File: src/rtl/reg_file_32.sv
`default_nettype none
// ============================================================================
//  Module   : reg_file_32
//  Brief    : Architectural register file, 2**ADDR_W x DATA_W.
//             Two combinational read ports and one synchronous write port.
//             Register 0 is hardwired to zero.
//             Optional macro REG_FILE_BYPASS_EN enables write-through
//             forwarding from busW to the read ports.
//  Revision : 1.0 - initial release
// ============================================================================
module reg_file_32 #(
   parameter int DATA_W = 32,
   parameter int ADDR_W = 5
) (
   input  logic              clk,
   input  logic              rst,
   input  logic [ADDR_W-1:0] ra,
   input  logic [ADDR_W-1:0] rb,
   input  logic [ADDR_W-1:0] rw,
   input  logic              we,
   input  logic [DATA_W-1:0] busW,
   output logic [DATA_W-1:0] busA,
   output logic [DATA_W-1:0] busB
);

   localparam int c_NUM_REGS = 1 << ADDR_W;

   logic [DATA_W-1:0] r_regs [c_NUM_REGS];
   logic              w_wr_valid;
   logic [DATA_W-1:0] w_bus_a;
   logic [DATA_W-1:0] w_bus_b;

   // A write is only meaningful to a non-zero register; index 0 never changes.
   assign w_wr_valid = we && (rw != '0);

   // Storage array: asynchronous clear, one write per rising edge.
   always_ff @(posedge clk or posedge rst) begin
      if (rst) begin
         for (int i = 0; i < c_NUM_REGS; i++) begin
            r_regs[i] <= '0;
         end
      end else if (w_wr_valid) begin
         r_regs[rw] <= busW;
      end
   end

   // Combinational read ports; the zero register overrides everything else.
   always_comb begin
      w_bus_a = '0;
      w_bus_b = '0;
      if (ra != '0) begin
         w_bus_a = r_regs[ra];
      end
      if (rb != '0) begin
         w_bus_b = r_regs[rb];
      end
`ifdef REG_FILE_BYPASS_EN
      // Forward the pending write-back so decode sees it in the same cycle.
      // Suppressed during reset because the write will be dropped.
      if (!rst && w_wr_valid && (ra == rw)) begin
         w_bus_a = busW;
      end
      if (!rst && w_wr_valid && (rb == rw)) begin
         w_bus_b = busW;
      end
`endif
   end

   assign busA = w_bus_a;
   assign busB = w_bus_b;

endmodule
`default_nettype wire

File: config.mk
export PLATFORM = sky130hd
export DESIGN_NAME = reg_file_32
export DESIGN_NICKNAME = d
export VERILOG_FILES = /design/src/rtl/reg_file_32.sv
export SDC_FILE = /design/constraint.sdc
export NUM_CORES = 2
export LEC_CHECK = 0
export ABC_AREA = 1
export BUFFER_PORTS_ARGS = -buffer_cell sky130_fd_sc_hd__clkbuf_2
export CORE_ASPECT_RATIO = 1.5
export CORE_MARGIN = 3
export CORE_UTILIZATION = 25
export CTS_CLUSTER_SIZE = 28
export DETAILED_ROUTE_END_ITERATION = 8
export PLACE_DENSITY = 0.37
export RECOVER_POWER = 50
export SKIP_LAST_GASP = 1
export SYNTH_ARGS = -nofsm -noshare
export SYNTH_HDL_FRONTEND = slang
export SYNTH_SLANG_ARGS = --single-unit
File: constraint.sdc
create_clock -name clk -period 43.4 [get_ports clk]
set_input_delay 2.17 -clock clk [delete_from_list [all_inputs] [get_ports clk]]
set_output_delay 2.17 -clock clk [all_outputs]
set_load 0.01 [all_outputs]
==> impl_metrics.sql <==
INSERT INTO impl_metrics (metric_group, metric, value, unit) VALUES
('clocking', 'tritoncts', 'built', ''),
('power_and_ir_drop', 'power.total', '2880', 'uW'),
('worst_setup_path', 'worstPathRequired', '42.00', 'ns'),
('floorplan', 'die_width', '394', 'um'),
('timing', 'tmin_final', '12.88', 'ns'),
('power_and_ir_drop', 'p_seq_share', '44.5', '%'),
('place', 'place_congestion', '0.768', ''),
('worst_setup_path', 'crit_chain', 'clkbuf_1 -> clkinvlp_2 -> clkbuf_1', ''),
('worst_setup_path', 'max_stage_delay', '6.37', 'ns'),
('route', 'vias', '56327', ''),
('timing', 'skew', '0', 'ns'),
('synth', 'synth-seq-area-share', '45.3', '%'),
('worst_setup_path', 'path_class', 'in -> async', ''),
('timing', 'finalSetupTns', '0', 'ns'),
('clocking', 'clock_tree.root_cell', 'clkbuf_16', ''),
('clocking', 'post_cts.repair.setup_buffers', '0', ''),
('finish', 'flow.area_growth_from_synthesis', '11.0', '%'),
('floorplan', 'die_area', '232000', 'sq um'),
('synth', 'ys_warn_count', '0', ''),
('worst_setup_path', 'timing.critical_path.to_type', 'asynchronous set/reset pin', ''),
('timing', 'timing.final.max_slew_violations', '1635', ''),
('floorplan', 'die_ht', '589', 'um'),
('run', 'max_cap_viol_count', '37', ''),
('clocking', 'numClockSinks', '1024', ''),
('route', 'routed_wl', '272000', 'um'),
('power_and_ir_drop', 'total_switching_power', '945', 'uW'),
('clocking', 'clock_transition_at_the_registers_of_the_reported_paths', '0.06', 'ns'),
('clocking', 'cts_resized', '0', ''),
('global_route', 'pin_count_of_the_biggest_net_entering_global_routing', '159', ''),
('synth', 'synth-adder-area-share', '0', '%'),
('timing', 'worst_pin_slew', '8.88', 'ns'),
('route', 'first_pass_iters', '7', ''),
('worst_setup_path', 'cp.arrival', '11.48', 'ns'),
('floorplan', 'coreArea', '225000', 'sq um'),
('power_and_ir_drop', 'power.share.combinational', '18.9', '%'),
('place', 'port-buffer-count', '113', ''),
('timing', 'final_hold_viol_count', '0', ''),
('worst_hold_path', 'timing.hold.worst_path_depth', '0', ''),
('floorplan', 'rows', '213', ''),
('timing', 'grt_setup_unrepaired', 'false', ''),
('global_route', 'grt_first_pass_wirelength', '397000', 'um'),
('synth', 'compound_gate_fraction_of_synth_area', '10.9', '%'),
('status', 'violations', 'capacitance limit, slew limit', ''),
('finish', 'layout_net_count', '7956', ''),
('status', 'run_status', 'finished with violations', ''),
('worst_setup_path', 'cell_with_the_largest_stage_delay_on_the_worst_path', 'clkbuf_1', ''),
('synth', 'netlist_area', '56600', 'sq um'),
('synth', 'postSynthRegisterBits', '1024', ''),
('finish', 'fillers', '24704', ''),
('power_and_ir_drop', 'power.share.switching', '32.8', '%'),
('place', 'detailed_place_hpwl', '140000', 'um'),
('synth', 'synth.avg_cell_area', '6.79', 'sq um'),
('synth', 'synth.net_count', '8376', ''),
('route', 'postRouteAntennaNets', '0', ''),
('finish', 'number_of_flip_flops_in_the_largest_register', '1024', ''),
('timing', 'setup-violations-final', '0', ''),
('clocking', 'ctsLongestPathBuffers', '3', ''),
('global_route', 'grt_overflow', '0', ''),
('synth', 'xor_xnor_fraction_of_synth_area', '0', '%'),
('clocking', 'worstSkewPairLatency', '0.74', 'ns'),
('clocking', 'number_of_buffers_added_by_the_clock_tree_synthesis_step', '114', ''),
('power_and_ir_drop', 'clkPwrFrac', '36.6', '%'),
('floorplan', 'initial_utilization', '25.2', '%'),
('synth', 'synth_simple_gate_area_share', '37.7', '%'),
('floorplan', 'io_pins', '114', ''),
('finish', 'layout_top_registers', 'r_regs (1024)', ''),
('global_route', 'vias_in_the_first_global_route', '55146', ''),
('timing', 'final.period_utilization', '29.7', '%'),
('worst_setup_path', 'worstPathMaxFanout', '158', ''),
('clocking', 'htreeDepth', '3', ''),
('finish', 'registers.top_by_ff_count', 'r_regs', '');
==> power by group through the flow <==
stage | logic [uW] | clock network [uW] | registers (uW)
after global placement | 545 | 0 | 1290
after global routing | 631 | 1120 | 1310
final | 545 | 1060 | 1280
after detailed placement | 552 | 0 | 1290
after CTS | 553 | 1090 | 1280
after floorplan | 402 | 0 | 1260
==> Yosys cell counts, drive strengths merged <==
cell | number | area (sq um)
dfrtp | 1024 | 25600
nor2 | 394 | 1490
nand2 | 3396 | 12800
clkbuf | 603 | 2260
nand3 | 1387 | 6940
nor3 | 13 | 108
o21ai | 992 | 4960
inv | 120 | 450
a21oi | 240 | 1200
buf | 156 | 723
nor4 | 1 | 21.3
==> final timing paths <==
check / startpoint / to / slack, ns
worst max-delay path: rst / r_regs[918] / 30.52
worst min-delay path: r_regs[1019] / r_regs[1019] / 0.40
worst max register to register: r_regs[772] / r_regs[772] / 42.44
worst min register to register: r_regs[1019] / r_regs[1019] / 0.40
max in group clk: rb[0] / busB[12] / 33.78
min in group asynchronous: rst / r_regs[121] / 2.86
==> through the flow <==
| step | cells | worst slack (ns) | instance area (sq um) | util [%] |
|---|---|---|---|---|
| 6_report | 11015 | 30.52 | 62800 | 27.9 |
| 5_1_grt | 11013 | 28.14 | 62800 | 27.9 |
| 4_1_cts | 11012 | 33.91 | 63100 | 28.1 |
| 3_5_place_dp | 10800 | 33.94 | 59200 | 26.3 |
| 3_3_place_gp | 10800 | 33.92 | 59200 | 26.3 |
| 2_1_floorplan | 8326 | 12.41 | 56600 | - |
==> worst max-delay path, delay by kind of cell <==
family,cells,cell delay [ns]
buffers and inverters,3,9.10
==> final cells by class <==
class                      instances  area [sq um]  area share, %
tap                             3010          3770           6.00
clock inverter                    40           470          0.750
antenna                            3          7.51         0.0120
sequential                      1024         25600           40.8
inverter                         120           504          0.803
clock buffer                     172          3490           5.56
timing repair buffer             223          1430           2.28
multi-input combinational       6423         27500           43.8
==> cells in the final DEF (no fill, tap or decap) <==
cell / count
inv_6: 1
clkbuf_8: 31
nand3_1: 1385
clkbuf_1: 48
clkinvlp_2: 1
nor2_4: 1
clkbuf_16: 119
inv_8: 6
clkinv_4: 1
a21oi_1: 240
clkinvlp_4: 5
o21ai_0: 992
nor2_1: 393
clkinv_2: 25
buf_6: 2
nor4_1: 1
buf_12: 5
nor3_2: 1
nand3_4: 2
nand2_4: 4
bufinv_16: 10
buf_8: 4
inv_4: 2
nand2_1: 3392
buf_4: 88
nor3_1: 12
clkbuf_2: 98
diode_2: 3
dfrtp_1: 1024
inv_1: 109
==> logic make-up after synthesis <==
group,Yosys count
AO/OA/AOI/OAI,1232
buffers and inverters,879
flip-flops,1024
AND/OR/NAND/NOR,5191
==> per-layer routing <==
layer | part of all wire [%] | GRT usage [%]
met1 | 45 | 30.8
met3 | 5.8 | 2.74
met5 | 0.0099 | 0
met2 | 46 | 38.6
met4 | 3.3 | 6.75
No activity file was read; power rests on OpenSTA's default activity.
